[config.mk]
export PLATFORM = sky130hd
export DESIGN_NAME = gpu_cmd_sender
export DESIGN_NICKNAME = d
export VERILOG_FILES = /design/src/rtl/gpu_cmd_sender.sv
export SDC_FILE = /design/constraint.sdc
export NUM_CORES = 1
export LEC_CHECK = 0
export ABC_AREA = 0
export CORE_UTILIZATION = 48
export CTS_CLUSTER_DIAMETER = 200
export DETAILED_ROUTE_END_ITERATION = 12
export PLACE_DENSITY = 0.67
export SYNTH_ARGS = -nofsm -noshare
export SYNTH_HDL_FRONTEND = slang
export SYNTH_SLANG_ARGS = --single-unit
[constraint.sdc]
create_clock -name i_clk -period 2.7 [get_ports i_clk]
set_input_delay 0.27 -clock i_clk [delete_from_list [all_inputs] [get_ports i_clk]]
set_output_delay 0.27 -clock i_clk [all_outputs]
set_load 0.02 [all_outputs]
[src/rtl/gpu_cmd_sender.sv]
// gpu_cmd_sender: buffers 32-bit host instructions and writes them MSB-first as four bytes on the GPU's 8-bit en/we/ack bus.
// Latency: a word offered to an empty, idle block raises o_en two cycles later. Each byte needs at least 2 cycles, and there is at least 1 idle cycle between instructions.
// Backpressure: o_cmd_ready drops while the FIFO is full. i_busy holds off the next instruction, but only at instruction boundaries.
//
// Ports:
//   i_clk, i_reset          clock; synchronous active-high reset
//   i_cmd, i_cmd_valid      host instruction word and its valid
//   o_cmd_ready             FIFO has room (combinational from the registered count)
//   o_en, o_we, o_data      bus enable, write strobe (same as o_en) and byte (registered)
//   i_ack, i_busy           GPU byte acknowledge (return-to-zero) and busy flag
//   o_idle                  FIFO empty and FSM idle (combinational from registered state)
//   o_error                 one-cycle pulse when an instruction is aborted on ack timeout
//   o_fifo_count            number of words queued

// gpu_cmd_fifo: generic synchronous FIFO. The head word is visible combinationally (first-word-fall-through).
// Latency: a pushed word becomes the head on the cycle after the push edge.
// Backpressure: the caller must not push when count == DEPTH. A push and a pop in the same cycle leave count unchanged.
module gpu_cmd_fifo #(
  parameter int DEPTH = 4,
  parameter int WIDTH = 32
) (
  input  logic                       clk,
  input  logic                       reset,
  input  logic                       push,
  input  logic [WIDTH-1:0]           push_dat,
  input  logic                       pop,
  output logic [WIDTH-1:0]           head_dat,
  output logic [$clog2(DEPTH):0]     count
);
  localparam int AW = $clog2(DEPTH);

  logic [WIDTH-1:0] mem [DEPTH];
  logic [AW-1:0]    wr_ptr;
  logic [AW-1:0]    rd_ptr;

  assign head_dat = mem[rd_ptr];

  // The storage array has no reset, because only the pointers and the count define which entries are valid.
  always_ff @(posedge clk) begin
    if (push) begin
      mem[wr_ptr] <= push_dat;
    end
  end

  // DEPTH is a power of two, so the pointers wrap on their own.
  always_ff @(posedge clk) begin
    if (reset) begin
      wr_ptr <= '0;
      rd_ptr <= '0;
      count  <= '0;
    end else begin
      if (push) wr_ptr <= wr_ptr + AW'(1);
      if (pop)  rd_ptr <= rd_ptr + AW'(1);
      case ({push, pop})
        2'b10:   count <= count + (AW+1)'(1);
        2'b01:   count <= count - (AW+1)'(1);
        default: count <= count;
      endcase
    end
  end
endmodule

module gpu_cmd_sender #(
  parameter int FIFO_DEPTH = 4,
  parameter int TIMEOUT    = 255
) (
  input  logic                          i_clk,
  input  logic                          i_reset,
  input  logic [31:0]                   i_cmd,
  input  logic                          i_cmd_valid,
  output logic                          o_cmd_ready,
  output logic                          o_en,
  output logic                          o_we,
  output logic [7:0]                    o_data,
  input  logic                          i_ack,
  input  logic                          i_busy,
  output logic                          o_idle,
  output logic                          o_error,
  output logic [$clog2(FIFO_DEPTH):0]   o_fifo_count
);
  localparam int              CW      = $clog2(FIFO_DEPTH) + 1;
  localparam int              TW      = $clog2(TIMEOUT + 1);
  localparam logic [TW-1:0]   TMAX    = TW'(TIMEOUT);
  localparam logic [CW-1:0]   DEPTH_C = CW'(FIFO_DEPTH);

  typedef enum logic [1:0] {IDLE, DRIVE, RELEASE} state_t;

  state_t        state;
  logic [31:0]   shift;
  logic [2:0]    byte_idx;
  logic [TW-1:0] timer;
  logic [31:0]   head;
  logic          push;
  logic          pop;

  assign o_cmd_ready = (o_fifo_count < DEPTH_C);
  assign push        = i_cmd_valid && o_cmd_ready;
  assign o_idle      = (state == IDLE) && (o_fifo_count == '0);
  assign o_we        = o_en;

  // A new instruction starts only when i_ack is low.
  // After an abort, a GPU that is still holding ack cannot complete the first byte of the next word by mistake.
  assign pop = (state == IDLE) && (o_fifo_count != '0) && !i_busy && !i_ack;

  gpu_cmd_fifo #(
    .DEPTH (FIFO_DEPTH),
    .WIDTH (32)
  ) u_fifo (
    .clk      (i_clk),
    .reset    (i_reset),
    .push     (push),
    .push_dat (i_cmd),
    .pop      (pop),
    .head_dat (head),
    .count    (o_fifo_count)
  );

  always_ff @(posedge i_clk) begin
    if (i_reset) begin
      state    <= IDLE;
      shift    <= '0;
      byte_idx <= '0;
      timer    <= '0;
      o_en     <= 1'b0;
      o_data   <= '0;
      o_error  <= 1'b0;
    end else begin
      o_error <= 1'b0;
      case (state)
        IDLE: begin
          if (pop) begin
            shift    <= head;
            byte_idx <= '0;
            timer    <= '0;
            o_en     <= 1'b1;
            o_data   <= head[31:24];
            state    <= DRIVE;
          end
        end

        DRIVE: begin
          if (i_ack) begin
            shift    <= {shift[23:0], 8'h00};
            byte_idx <= byte_idx + 3'd1;
            timer    <= '0;
            o_en     <= 1'b0;
            state    <= RELEASE;
          end else if (timer == TMAX) begin
            // The GPU never acknowledged this byte, so drop the rest of the word.
            o_error  <= 1'b1;
            o_en     <= 1'b0;
            o_data   <= '0;
            timer    <= '0;
            byte_idx <= '0;
            state    <= IDLE;
          end else begin
            timer <= timer + TW'(1);
          end
        end

        RELEASE: begin
          if (!i_ack) begin
            timer <= '0;
            if (byte_idx == 3'd4) begin
              o_data <= '0;
              state  <= IDLE;
            end else begin
              // shift has already moved the next byte to the top.
              o_en   <= 1'b1;
              o_data <= shift[31:24];
              state  <= DRIVE;
            end
          end else if (timer == TMAX) begin
            // The GPU is stuck with ack high, so abandon the word.
            o_error  <= 1'b1;
            o_en     <= 1'b0;
            o_data   <= '0;
            timer    <= '0;
            byte_idx <= '0;
            state    <= IDLE;
          end else begin
            timer <= timer + TW'(1);
          end
        end

        default: begin
          o_en  <= 1'b0;
          state <= IDLE;
        end
      endcase
    end
  end
endmodule
==> run metrics, run 1 <==
# diodes=0; critical path required time=3.06 ns; CTS tree=built; Setup Total Neg Slack=0 ns; P_leak=3.04 nW; final worst path period need=2.26 ns; layout filler cell count=1287; gr ovfl total=0; htree depth=4; P per Cell Area=848 nW/µm²; Synth top area share=0.483; post-route worst setup slack=0.444 ns; Final Slew Violations=0; GRT Total Usage=0.194; unrepaired setup endpoints after global routing=false; synth warn=0; CP Launch Type=flip-flop; Mapped Cells=580; Ports=53; Vias/cell=5.60; chip height=131 µm; Max Cap Violations=0; Worst slew margin=0.455; fraction of layout cells with a size suffix above 1=0.137; Routed WL per cell=18.2 µm; Post-synth EDFFs=128; global-route wire length before repair=24700 µm; post-CTS sizing=1; RD Place Congestion=0.804; total CTS buffers=17; post-DP HPWL=9790 µm; status=finished, final reports clean; Arr. time, crit path=2.61 ns; die area=17100 µm²; Clock Tree Root=clkbuf_16; area delta synth->final=18.0%; Placed Area=8740 µm²; final hold slack=0.362 ns; fin crit share=0.836; Initial Util=0.497; Yosys reg bits=192; HP Class=primary input to flip-flop; DP Worst Slack=0.250 ns; vias in the first global route=4756; # rows=46; port bufs=52; Register Area=5130 µm²; final hold vios=0; final worst clock skew=0.00977 ns; DRT iter0 DRCs=387; Setup crit end kind=flip-flop; Layout Utilization=0.586; Max clock buf depth=2; sequential share of the synthesized area=0.645; top cells by area, synth=edfxtp_1 (48%), dfxtp_1 (16%), mux2i_1 (4.8%); Async SR Flop Fraction=0; Slew @ Worst Pin=0.818 ns; core box area=16000 µm²; # nets final=679; final setup fails=0; Avg Cell Area, Syn=13.7 µm²; Routed Antenna Nets=0; Finished Layout Cells=858; Fmax achieved=0.443 GHz; vias=4804; fin area=9380 µm²; DRC violations left=0; WS Path Type=flip-flop to flip-flop; VDD IR-drop max=0.496 mV; drt total wl=15600 µm; TritonRoute pass-1 iters=5; largest area contributor in the netlist=edfxtp_1; clk slew on worst S/H paths=0.07 ns; multi-input logic area=2550 µm²; Syn Nets=630; Post-CTS Repair Setup Buffers=0; worst skew pair latency=0.43 ns; largest net degree at the start of global routing=39; worst-path fanout max=7; CTS Sinks=192; total power=7.96 mW; distinct cell type count of the synthesized netlist=58; die width=131 µm; synthesized area=7950 µm²; Post-CTS Hold Buffers=0; Post-synth top flop=edfxtp_1; Placed Instances=826; antenna violations before repair=0
[synthesized netlist by cell type (2+ instances only)]
master	n
a211oi_1	25
mux2i_1	38
and3_1	3
xor2_1	4
nand4_1	3
a222oi_1	5
buf_4	7
dfxtp_1	64
edfxtp_1	128
nand2_1	26
nor2_1	40
nand2b_1	5
and2_1	5
nand3b_4	2
buf_6	2
inv_1	23
nor2b_1	7
a311oi_1	5
or4_1	2
xnor2_1	4
nor3_1	17
a2bb2oi_1	6
ha_1	12
o21bai_1	2
mux4_2	9
mux2_2	11
a21oi_1	21
o31ai_1	2
o21ai_0	7
buf_1	2
clkbuf_1	13
nand3_1	2
nor3_2	7
nand3b_1	8
o32ai_1	9
buf_2	13
o22ai_1	19
nand4b_1	2
[report_power, final]
group          internal, mW  switching, mW  total [mW]
Combinational         0.713           1.05        1.76
Clock                  1.46           1.13        2.59
Sequential             3.45          0.157        3.61
Total                  5.63           2.33        7.96
[worst max-delay path, stage by stage (launching register included)]
cell     delay (ns)
dfxtp_1        0.33
inv_1          0.10
ha_2           0.27
and3_1         0.23
ha_1           0.21
inv_1          0.07
fa_1           0.37
xor2_1         0.16
or3_1          0.31
a21oi_1        0.14
[state kept, by name, summed over array words and instances (netlist names), named ones only]
register and cells:
state 2, u_fifo.rd_ptr 2, shift 32, o_error 1, u_fifo.wr_ptr 2, o_data 8, u_fifo.mem 128, timer 8
byte_idx 3, o_en 1, u_fifo.count 3
[layer usage]
metal | share of wire | global-route usage
met2 | 0.50 | 0.327
met1 | 0.45 | 0.249
met5 | 0 | 0
met4 | 0.011 | 0.0615
met3 | 0.046 | 0.0460
[cell usage in the layout, fill, tap and decap left out, drive strengths merged, types with 3 or more instances in the layout]
master,synthesis,layout
xnor2,4,4
inv,23,30
and3,3,3
dfxtp,64,64
nand3b,10,10
ha,12,12
clkbuf,13,22
and2,5,5
nand2,26,26
o32ai,9,9
a2bb2oi,6,6
a21oi,21,21
buf,24,16
nor2b,7,7
o22ai,19,19
nand2b,5,5
nor3,24,24
nor2,40,40
a211oi,25,25
mux4,9,9
clkdlybuf4s50,0,50
xor2,4,4
o21ai,8,8
a311oi,6,6
nand3,3,3
mux2,11,11
a222oi,5,5
mux2i,38,38
nand4,3,3
edfxtp,128,128
[worst paths after layout]
kind	start	end	slack, ns	depth (start not counted)
worst max register to register	state[1]	u_fifo.count[2]	0.44	9
worst min-delay path	i_reset	timer[6]	0.36	2
worst min register to register	shift[7]	shift[7]	0.45	2
worst max-delay path	state[1]	u_fifo.count[2]	0.44	9
[cell type report]
cell class                 count  share of cell area
timing repair buffer          67              0.0765
multi-input combinational    328               0.271
sequential                   192               0.546
clock inverter                10              0.0103
inverter                      23             0.00920
tap                          216              0.0288
clock buffer                  22              0.0575
[logic make-up after synthesis]
logic type	synth area share
flip-flops	0.645
XOR/XNOR	0.00881
AND/OR/NAND/NOR	0.0990
AO/OA/AOI/OAI	0.102
adder cells (fa/ha/maj)	0.0214
buffers and inverters	0.0356
multiplexers	0.0889
Note: power is estimated with default switching activity, not from simulation.
==> inputs of run 2 (changes only) <==
Clock period 2.7 ns to 2.3 ns, I/O delays scaled along.
==> run 2 against run 1 <==
Critical endpoint is now o_idle. Routed wire length shrank 1.4%. Critical path type is now flip-flop to output port. Via count is 1.1% higher. Hold slack gained 0.015 ns. Die area unchanged.
==> run metrics, run 2 (synthesis results as in run 1) <==
final worst path period need=2.19 ns; # rows=46; commonest non-fill, non-tap cell in the layout=edfxtp_1; final setup fails=0; Register Area=5130 µm²; Fmax achieved=0.457 GHz; gr ovfl total=0; antenna violations before repair=0; Slew @ Worst Pin=0.833 ns; Hold Path Cell Cnt=2; final worst clock skew=0.0115 ns; met3 routed WL=565 µm; DP Worst Slack=0.0000320 ns; Clock Tree Root=clkbuf_16; worst-path fanout max=5; Vias/cell=5.62; TritonRoute pass-1 iters=6; total CTS buffers=17; # nets final=685; final hold slack=0.377 ns; post-DP HPWL=9560 µm; hold path start=i_reset; Post-CTS Repair Setup Buffers=0; unrepaired setup endpoints after global routing=false; Biggest register=u_fifo.mem; Max Cap Violations=0; DRC violations left=0; WS Path Type=flip-flop to output port; chip height=131 µm; met1 WL=6850 µm; # diodes=0; Layout Utilization=0.590; CTS tree=built; die area=17100 µm²; critical path required time=2.07 ns; biggest regs=u_fifo.mem x128, shift x32; Ports=53; Max clock buf depth=2; CTS Sinks=192; Initial Util=0.497; port bufs=52; multi-input logic area=2540 µm²; Reg-to-Reg End=u_fifo.count[2]; Placed Area=8810 µm²; Final Slew Violations=0; r2r setup slk=0.17 ns; status=finished, final reports clean; Setup crit end kind=output port; GRT Total Usage=0.197; Arr. time, crit path=1.96 ns; highest routed layer=met4; Worst R2R Path Depth=8; drt total wl=15400 µm; DRT iter0 DRCs=417; vias in the first global route=4821; fin area=9450 µm²; htree depth=4; fin crit share=0.952; largest net degree at the start of global routing=47; core box area=16000 µm²; Setup Total Neg Slack=0 ns; VDD IR-drop max=0.593 mV; max reg flops=128; Routed Antenna Nets=0; final hold vios=0; HP Class=primary input to flip-flop; fraction of layout cells with a size suffix above 1=0.144; P_leak=3.07 nW; Placed Instances=832; Finished Layout Cells=864; worst skew pair latency=0.44 ns; CP Launch Type=flip-flop; met2 wire length=7760 µm; layout filler cell count=1296; RD Place Congestion=0.775; Hold EP=u_fifo.count[1]; area delta synth->final=18.8%; global-route wire length before repair=25000 µm; vias=4859; Worst slew margin=0.445; most frequent cells in the layout=edfxtp_1 (128), dfxtp_1 (63), clkdlybuf4s50_1 (50); clk slew on worst S/H paths=0.07 ns; Routed WL per cell=17.8 µm; total power=9.43 mW; post-route worst setup slack=0.110 ns; Reg-to-Reg Start=u_fifo.count[2]; P per Cell Area=998 nW/µm²; die width=131 µm
## run 2: worst max path at each step
stage	startpoint	end	slack [ns]	cells past startpoint
2_1_floorplan	u_fifo.count[2]	u_fifo.count[2]	0.19	8
3_3_place_gp	i_busy	u_fifo.count[2]	0.06	9
3_5_place_dp	i_busy	u_fifo.count[2]	0.00003	9
4_1_cts	state[0]	o_idle	0.06	5
5_1_grt	state[0]	shift[19]	0.01	7
6_report	state[0]	o_idle	0.11	5
## run 2: repair_timing
action	in CTS	in global routing
hold buffers	0	0
pin swaps	0	0
resized for setup	1	1
endpoints found under the setup margin	1	1
## run 2: per-layer routing
| layer | up-vias | GRT usage |
|---|---|---|
| met5 | - | 0 |
| met4 | 0 | 0.0636 |
| met3 | 18 | 0.0423 |
| met2 | 119 | 0.331 |
| met1 | 2399 | 0.253 |
| li1 | 2323 | - |
## run 2: area by class of cell
cell class / instances / area share
sequential: 192 / 0.543
multi-input combinational: 328 / 0.269
timing repair buffer: 73 / 0.0832
clock buffer: 17 / 0.0450
tap: 216 / 0.0286
clock inverter: 15 / 0.0220
inverter: 23 / 0.00914
## run 2: critical path, stage by stage, from the launching register on
cell and delay (ns):
dfxtp_1 0.34, inv_1 0.09, ha_1 0.18, or4b_4 0.51
inv_1 0.10, clkdlybuf4s15_1 0.30
## run 2: power breakdown
group | internal (mW) | total (mW) | switching, mW
Sequential | 4.05 | 4.23 | 0.174
Clock | 1.68 | 3.08 | 1.40
Combinational | 0.869 | 2.11 | 1.25
Total | 6.61 | 9.43 | 2.82
